$ cat src/rtl/nanofs_sb_reader_if.sv
// nanofs_sb_reader_if: block/byte read handshake between the superblock reader and the SPI engine
interface nanofs_sb_reader_if;
    logic        spi_r_block;
    logic        spi_r_byte;
    logic        spi_busy;
    logic        spi_err;
    logic [31:0] spi_block_addr;
    logic [7:0]  spi_data_out;
    modport master(output spi_r_block, spi_r_byte, spi_block_addr, input spi_busy, spi_err, spi_data_out);
    modport slave(input spi_r_block, spi_r_byte, spi_block_addr, output spi_busy, spi_err, spi_data_out);
endinterface

$ cat src/rtl/nanofs_sb_reader.sv
// nanofs_sb_reader: reads and validates redundant NanoFS superblock copies over SPI, with retries and timeouts
module nanofs_sb_reader #(
    parameter logic [15:0] MAGIC       = 16'h4E61,
    parameter logic [7:0]  BSIZE_CODE  = 8'h01,
    parameter int          NUM_COPIES  = 2,
    parameter logic [31:0] COPY_STRIDE = 32'h1,
    parameter int          MAX_RETRIES = 2,
    parameter bit          CHECKSUM_EN = 1,
    parameter int          TIMEOUT     = 65535
) (
    input  logic                      clk,
    input  logic                      reset,
    input  logic                      start,
    input  logic [31:0]               begin_address,
    output logic                      done,
    output logic                      success,
    output logic                      err_signal,
    output logic [2:0]                err_code,
    output logic [1:0]                copy_idx,
    output logic [31:0]               start_reg,
    output logic [3:0]                debug_state,
    nanofs_sb_reader_if.master        spi
);
    typedef enum logic [3:0] {
        IDLE, READ_BLOCK, WAIT_BLOCK, READ_DATA, READ_BYTE, WAIT_BYTE,
        CHECK, RETRY, NEXT_COPY, SUCCESS, ERROR
    } state_t;
    localparam int TW = $clog2(TIMEOUT + 1);
    state_t        state, ns;
    logic [3:0]    k;
    logic [2:0]    retries, ec;
    logic [7:0]    acc, b0, b1, b2;
    logic [31:0]   payload;
    logic          chk_bad, tmo, bad_magic, bad_size;
    logic [TW-1:0] wcnt;
    assign debug_state = state;
    assign spi.spi_block_addr = begin_address + 32'(copy_idx) * COPY_STRIDE;
    always_comb begin
        tmo = state inside {READ_BLOCK, WAIT_BLOCK, WAIT_BYTE} && wcnt == TW'(TIMEOUT - 1);
        bad_magic = {b1, b0} != MAGIC;
        bad_size = b2 != BSIZE_CODE;
        ns = state;
        ec = err_code;
        if (state inside {READ_BLOCK, WAIT_BLOCK, READ_DATA, READ_BYTE, WAIT_BYTE} && spi.spi_err) begin
            ns = RETRY;
            ec = 3'd4;
        end else begin
            case (state)
                IDLE:       ns = start ? READ_BLOCK : IDLE;
                READ_BLOCK: ns = spi.spi_busy ? READ_BLOCK : WAIT_BLOCK;
                WAIT_BLOCK: ns = spi.spi_busy ? WAIT_BLOCK : READ_DATA;
                READ_DATA:  ns = k >= 4'd8 ? CHECK : READ_BYTE;
                READ_BYTE:  ns = WAIT_BYTE;
                WAIT_BYTE:  ns = spi.spi_busy ? WAIT_BYTE : READ_DATA;
                CHECK: begin
                    ns = (bad_magic || bad_size || chk_bad) ? NEXT_COPY : SUCCESS;
                    ec = bad_magic ? 3'd1 : bad_size ? 3'd2 : chk_bad ? 3'd3 : 3'd0;
                end
                RETRY:      ns = retries < 3'(MAX_RETRIES) ? READ_BLOCK : NEXT_COPY;
                NEXT_COPY:  ns = copy_idx < 2'(NUM_COPIES - 1) ? READ_BLOCK : ERROR;
                SUCCESS,
                ERROR:      ns = start ? state : IDLE;
                default:    ns = IDLE;
            endcase
            // a wait state that would stay put once more has used up its budget
            if (tmo && ns == state) begin
                ns = RETRY;
                ec = 3'd5;
            end
        end
    end
    always_ff @(posedge clk) begin
        if (reset) begin
            state <= IDLE;
            k <= '0;
            retries <= '0;
            acc <= '0;
            b0 <= '0;
            b1 <= '0;
            b2 <= '0;
            payload <= '0;
            chk_bad <= 1'b0;
            wcnt <= '0;
            copy_idx <= '0;
            err_code <= '0;
            start_reg <= '0;
            done <= 1'b0;
            success <= 1'b0;
            err_signal <= 1'b0;
            spi.spi_r_block <= 1'b0;
            spi.spi_r_byte <= 1'b0;
        end else begin
            state <= ns;
            err_code <= ec;
            wcnt <= ns == state ? wcnt + 1'b1 : '0;
            spi.spi_r_block <= ns inside {WAIT_BLOCK, READ_DATA, READ_BYTE, WAIT_BYTE};
            spi.spi_r_byte <= ns == READ_BYTE;
            done <= ns inside {SUCCESS, ERROR};
            success <= ns == SUCCESS;
            err_signal <= ns == ERROR;
            // byte 3 is reserved: it only feeds the checksum
            if (state == READ_DATA) begin
                if (k == 4'd0) b0 <= spi.spi_data_out;
                if (k == 4'd1) b1 <= spi.spi_data_out;
                if (k == 4'd2) b2 <= spi.spi_data_out;
                if (k[3:2] == 2'b01) payload[{k[1:0], 3'b000} +: 8] <= spi.spi_data_out;
                if (k < 4'd8) acc <= acc ^ spi.spi_data_out;
                if (k == 4'd8) chk_bad <= CHECKSUM_EN && spi.spi_data_out != acc;
            end
            if (state == READ_BYTE) k <= k + 1'b1;
            if (state inside {IDLE, RETRY, NEXT_COPY}) begin
                k <= '0;
                acc <= '0;
            end
            if (state == IDLE) begin
                retries <= '0;
                copy_idx <= '0;
            end
            if (state == RETRY && ns == READ_BLOCK) retries <= retries + 1'b1;
            if (state == NEXT_COPY && ns == READ_BLOCK) begin
                copy_idx <= copy_idx + 1'b1;
                retries <= '0;
            end
            if (state == CHECK && ns == SUCCESS) start_reg <= payload;
        end
    end
endmodule
$ cat src/flat_wrapper.sv
// flat-port wrapper written by rule: the top's interface ports become plain ports
module nanofs_sb_reader_flat 
#(
    parameter logic [15:0] MAGIC       = 16'h4E61,
    parameter logic [7:0]  BSIZE_CODE  = 8'h01,
    parameter int          NUM_COPIES  = 2,
    parameter logic [31:0] COPY_STRIDE = 32'h1,
    parameter int          MAX_RETRIES = 2,
    parameter bit          CHECKSUM_EN = 1,
    parameter int          TIMEOUT     = 65535
)
  (clk, reset, start, begin_address, done, success, err_signal, err_code, copy_idx, start_reg, debug_state, spi_spi_r_block, spi_spi_r_byte, spi_spi_block_addr, spi_spi_busy, spi_spi_err, spi_spi_data_out);
  nanofs_sb_reader_if spi_i ();
  input  logic clk;
  input  logic reset;
  input  logic start;
  input  logic [31:0] begin_address;
  output logic done;
  output logic success;
  output logic err_signal;
  output logic [2:0] err_code;
  output logic [1:0] copy_idx;
  output logic [31:0] start_reg;
  output logic [3:0] debug_state;
  output wire logic [$bits(spi_i.spi_r_block)-1:0] spi_spi_r_block;
  output wire logic [$bits(spi_i.spi_r_byte)-1:0] spi_spi_r_byte;
  output wire logic [$bits(spi_i.spi_block_addr)-1:0] spi_spi_block_addr;
  input wire logic [$bits(spi_i.spi_busy)-1:0] spi_spi_busy;
  input wire logic [$bits(spi_i.spi_err)-1:0] spi_spi_err;
  input wire logic [$bits(spi_i.spi_data_out)-1:0] spi_spi_data_out;
  assign spi_spi_r_block = spi_i.spi_r_block;
  assign spi_spi_r_byte = spi_i.spi_r_byte;
  assign spi_spi_block_addr = spi_i.spi_block_addr;
  assign spi_i.spi_busy = spi_spi_busy;
  assign spi_i.spi_err = spi_spi_err;
  assign spi_i.spi_data_out = spi_spi_data_out;
  nanofs_sb_reader #(.MAGIC(MAGIC), .BSIZE_CODE(BSIZE_CODE), .NUM_COPIES(NUM_COPIES), .COPY_STRIDE(COPY_STRIDE), .MAX_RETRIES(MAX_RETRIES), .CHECKSUM_EN(CHECKSUM_EN), .TIMEOUT(TIMEOUT)) u_core (.clk(clk), .reset(reset), .start(start), .begin_address(begin_address), .done(done), .success(success), .err_signal(err_signal), .err_code(err_code), .copy_idx(copy_idx), .start_reg(start_reg), .debug_state(debug_state), .spi(spi_i));
endmodule
$ cat config.mk
export PLATFORM = sky130hd
export DESIGN_NAME = nanofs_sb_reader_flat
export DESIGN_NICKNAME = d
export VERILOG_FILES = /design/src/rtl/nanofs_sb_reader_if.sv /design/src/rtl/nanofs_sb_reader.sv /design/src/flat_wrapper.sv
export SDC_FILE = /design/constraint.sdc
export NUM_CORES = 1
export LEC_CHECK = 0
export CORE_UTILIZATION = 56
export CTS_CLUSTER_DIAMETER = 100
export DETAILED_ROUTE_END_ITERATION = 6
export PLACE_DENSITY = 0.95
export SYNTH_ARGS = -nofsm -noshare
export SYNTH_HDL_FRONTEND = slang
export SYNTH_SLANG_ARGS = --single-unit
export TNS_END_PERCENT = 5
$ cat constraint.sdc
create_clock -name clk -period 4.55 [get_ports clk]
set_input_delay 0.91 -clock clk [delete_from_list [all_inputs] [get_ports clk]]
set_output_delay 0.91 -clock clk [all_outputs]
set_load 0.1 [all_outputs]
# [Yosys cells after proc, flatten, opt, wreduce, memory -nomap -nowiden]
# Cells that the tools add are included.
[word_totals] regBits=134 latchBits=0 ram_bits=0 romBits=0 out_inout_bits=78 word_cells=116 memories=0
[classes] addsub=6 multipliers=0 n_div=0 order_cmp=4 n_eq_ne=27 n_shift=2 mux=24 bitwise=2 n_reduce_logical=31
[op_table] operator="4-bit one-hot mux with 10 select lines" n=1
[op_table] operator="32-bit by 2-bit adder with 32-bit output" n=1
[op_table] operator="32-bit bitwise mux" n=1
[op_table] operator="8-bit by 7-bit variable shift with 32-bit output (first input constant)" n=1
[op_table] operator="8-bit by 7-bit indexed part select with 32-bit output" n=1
[op_table] operator="4-bit by 3-bit equality test with 1-bit output (second input constant)" n=6
[op_table] operator="4-bit equality test (second input constant)" n=6
[op_table] operator="3-bit 2-to-1 mux" n=8
[op_table] operator="4-bit 2-to-1 mux" n=6
[op_table] operator="4-bit by 2-bit equality test with 1-bit output (second input constant)" n=5
[op_table] operator="16-bit by 1-bit adder with 16-bit output (second input constant)" n=1
[op_table] operator="16-bit equality test (second input constant)" n=1
[op_table] operator="16-bit by 15-bit != test with 1-bit output (second input constant)" n=1
[op_table] operator="4-bit by 1-bit equality test with 1-bit output (second input constant)" n=3
[op_table] operator="2-bit AND reduction" n=6
[op_table] operator="2-bit 2-to-1 mux" n=5
[op_table] operator="2-bit OR reduction" n=5
[op_table] operator="3-bit nonzero test" n=3
[op_table] operator="4-bit equality test" n=2
[op_table] operator="4-bit logical NOT" n=2
[op_table] operator="8-bit by 1-bit != test with 1-bit output (second input constant)" n=1
[op_table] operator="8-bit != test" n=1
[op_table] operator="2-bit nonzero test" n=4
[op_table] operator="8-bit XOR" n=1
[op_table] operator="16 further kinds" n=24

# [Logic depth before layout (Yosys ltp)]
# Gate-level depths: netlist (run 1).
[logic_depth] ltp_word=13 mapped_depth=9 depth_no_buf=9

# [Worst setup path after synthesis (run 1)]
# Ideal clock, no wire load.
[synth_path] path_type="flip-flop to output port" start="reg u_core.copy_idx[0]" end="out spi_spi_block_addr[26]" t_arrival_ns=4.296 required_time_ns=3.640 setup_slack_ns=-0.656 stages_incl_launch_ff=10 path_buffers=0 cell_sequence="dfxtp_1 > ha_1 > inv_1 > fa_1 > nor3_1 > and3_1 > nand2_1 > nor2_1 > nand3_1 > xnor2_1"
[synth_via] elab_chain_cells=1
[synth_lines] element="from (decl)" line_no="nanofs_sb_reader.sv:19" rtl="output logic [1:0] copy_idx,"
[synth_lines] element="from (signal assigned)" line_no="nanofs_sb_reader.sv:121" rtl="copy_idx <= copy_idx + 1'b1;"
[synth_lines] element="32-bit by 2-bit adder with 32-bit output" line_no="nanofs_sb_reader.sv:37" rtl="assign spi.spi_block_addr = begin_address + 32'(copy_idx) * COPY_STRIDE;"
[synth_lines] element="to (decl)" line_no="flat_wrapper.sv:27" rtl="output wire logic [$bits(spi_i.spi_block_addr)-1:0] spi_spi_block_addr;"
# No other way between the ends.

# [Final worst setup path (run 1)]
[layout_path] start="in begin_address[0]" end="out spi_spi_block_addr[26]"
[layout_via] elab_chain_cells=1
[layout_lines] element="from (decl)" line_no="flat_wrapper.sv:17" rtl="input logic [31:0] begin_address;"
[layout_lines] element="32-bit by 2-bit adder with 32-bit output" line_no="nanofs_sb_reader.sv:37"
# No other way between the ends.

==> impl_results.md, run 1 <==
- Post-synth EDFFs: 0
- FF-to-FF path depth: 8
- Gpl congestion: 0.9197
- Setup TNS: 0 ps
- Ys flop type: dfxtp_1
- CP Data Arrival Time: 3490 ps
- Layout filler cell count: 652
- Fraction of synthesis flops using an asynchronous set or reset pin: 0
- Critical-path maximum fanout: 4
- WS Path Type: input pin to output pin
- Worst skew pair latency: 550 ps
- Layout area overhead: 32.68%
- Worst r2r dst: u_core.wcnt[2]$_SDFF_PP0_
- Unrepaired setup endpoints after global routing: no
- DR pass1 iterations: 6
- Slew Viols, Final: 0
- Post-DRT Antenna Nets: 0
- Final global-route overflow total: 0
- Most frequent cell after synthesis: nand2_1
- Leading area contributor after synthesis: dfxtp_1
- Top Ports: 123
- Ant. Diodes: 0
- Initial antenna violation count: 0
- Final net count: 916
- Hold Startpoint: u_core.start_reg[15]$_SDFFE_PP0P_
- Die area: 11,590 sq um
- Post-Syn Area: 6252 sq um
- Clock sink count: 134
- Gr usage total: 0.3111
- Power Density: 410.0 nW/um^2
- Worst path max stage delay: 460 ps
- Worst Skew: 11.38 ps
- Dpl cells: 980
- Min Tclk post-route: 4402 ps
- VDD IR max: 258.0 uV
- Max-Slew Margin vs Limit: 0.2584
- Crit-path slowest cell: clkdlybuf4s50_1
- Nature of the critical path endpoint: output pin
- Min-delay worst type: flip-flop to flip-flop
- Port buffer count: 122
- Worst Max-Slew Pin Slew: 1110 ps
- Cell family with most CP delay: simple AND/OR/NAND/NOR gates
- Top cells by count, synth: nand2_1 (137), dfxtp_1 (134), a21oi_1 (78), nor2_1 (68), nand3_1 (54)
- Share of the synthesized area in the top cell type: 0.4291
- Post-Syn Instances: 757
- Vias after detailed routing: 6,017
- Clock tree root buffer cell: clkbuf_8
- Max Freq: 227.2 MHz
- Layout Utilization: 0.7652
- Worst hold endpoint: u_core.start_reg[15]$_SDFFE_PP0P_
- Avg Inst Size Synth: 8.259 sq um
- Hold depth: 2
- CP bufs+invs: 3
- DRT iter0 DRCs: 505
- Outcome: finished, final reports clean
- DR WL/cell: 17.09 um
- Seq cells post-synth: 134
- Global-route wire length before repair: 28.08 mm
- Post-synthesis cell type count: 52
- Post-CTS Setup Inserts: 0
- Die width: 107.7 um
- H-tree depth: 4
- Overall Power: 3.401 mW
- Leak: 2.930 nW
- Vias in the first global route: 5,904
- Hold Buf Count CTS: 0
- Final Cycle Share: 0.9674
- CTS resizes: 1
- CTS tree: yes
- R2r setup slk: 1390 ps
- CP Launch Point: begin_address[0]
- Non-Filler Instances: 1,012
- DP Wirelength: 10.66 mm
- Synthesis warning total: 0
- Via/cell ratio: 5.946
- TritonCTS buffer count: 17
- Total wire length: 17.30 mm
- Hold Violations, Final: 0
- Synth area leaders: dfxtp_1 (43%), nand2_1 (8.2%), a21oi_1 (6.2%), xor2_1 (5.3%), nand3_1 (4.3%)
- Core Region: 10,840 sq um
- Clk buf depth: 2
- Clock transition at the registers of the reported paths: 60 ps
- Net count after synthesis: 814
- Critical R2R Launch: u_core.debug_state[0]$_SDFF_PP0_
- Initial core utilization: 0.5768
- Crit-path cells: clkdlybuf4s50_1 -> ha_1 -> inv_1 -> fa_1 -> nor3_2 -> and3_1 -> nand2_1 -> nor2_4 -> nand3_1 -> xnor2_2 -> buf_12
- Seq/Total Area, Yosys: 0.4291
- Detailed-route DRC error count: 0
- Worst EP required: 3640 ps
- Startpoint type of the worst setup path: input pin
- Largest net degree at the start of global routing: 84
- Rows: 38
- MaxCap Viol Count: 0
- Final Setup Violations: 0
- Share of cells above drive strength 1: 0.1067
- Die height: 107.7 um
-- worst register-to-register path: stages (launching register included) --
cell and delay (ps):
dfxtp_1 850, inv_1 260, nand2_1 270, nor4_4 50, buf_4 250, a211oi_2 420, a32oi_1 170, o21a_1 390
nor4_1 390
-- through the flow --
step | area (sq um) | setup slack, ps | hold WS [ps]
finish | 8295 | 148.5 | 448.0
CTS | 8285 | 42.61 | 452.4
global placement | 7711 | 66.41 | 438.0
detailed placement | 7711 | -67.44 | 443.7
global route | 8295 | 25.17 | 472.7
floorplan | 6282 | -330.5 | 432.2
-- area by class of cell --
class	instances	area (sq um)	area share
multi-input combinational	562	3358	0.4048
clock buffer	17	414.1	0.04992
tap	140	175.2	0.02112
clock inverter	15	157.7	0.01900
timing repair buffer	129	1451	0.1750
sequential	134	2683	0.3234
inverter	15	56.30	0.006787
-- cells by family after synthesis --
logic type / Yosys count / synth area share
simple gates: 357 / 0.2808
flops: 134 / 0.4291
buf+inv: 61 / 0.04062
xor+xnor: 63 / 0.08825
mux: 26 / 0.04182
fa+ha+maj: 12 / 0.02521
compound gates: 104 / 0.09426
-- report_power, final --
| group | internal [mW] | switching (mW) | leakage (nW) |
|---|---|---|---|
| registers | 1.21 | 0.0669 | 1.08 |
| logic | 0.240 | 0.556 | 1.57 |
| clock network | 0.748 | 0.584 | 0.276 |
| total | 2.19 | 1.21 | 2.93 |
-- metal layers --
layer  wire [um]  vias to the layer above  global-route usage  share of wire
met3        1431                       75             0.09262          0.083
met2        8604                      368              0.5394           0.50
li1            -                     2791                   -              -
met1        6509                     2783              0.3333           0.38
met5           0                        -                   0              0
met4         750                        0              0.1830          0.043
-- worst max-delay path by stage --
stage,endpoint,depth (start not counted),slack [ps]
4_1_cts,spi_spi_block_addr[26],11,40
6_report,spi_spi_block_addr[26],11,150
2_1_floorplan,spi_spi_block_addr[18],7,-330
3_5_place_dp,spi_spi_block_addr[26],11,-70
5_1_grt,spi_spi_block_addr[26],11,30
3_3_place_gp,spi_spi_block_addr[26],11,70
-- placed cells by master, fill, tap and decap left out, types with 5 or more instances in the layout --
cell and count:
nor4_1 15, buf_12 21, nand2b_1 6, inv_6 6
dfxtp_1 134, ha_1 11, nand2_1 137, nor2_1 67
nand3_1 54, xor2_1 37, clkbuf_16 16, inv_1 14
a31oi_1 5, nor4_2 8, nor3_1 11, nor3b_1 5
xnor2_1 22, a21oi_1 78, clkdlybuf4s50_1 89, and3_1 16
mux2i_1 25, nand4_1 6, buf_4 18, o21ai_0 6
Power figures use the tool's default switching activity.
==> run 2: changes to the inputs <==
- GPL_TIMING_DRIVEN: not set -> 1
==> results of run 2 <==
No change in the layout: final DEF, timing and power equal those of run 1.
==> run 3: changes to the inputs <==
- CTS_CLUSTER_SIZE: not set -> 20
==> results of run 3 <==
No change in the layout: final DEF, timing and power equal those of run 1.
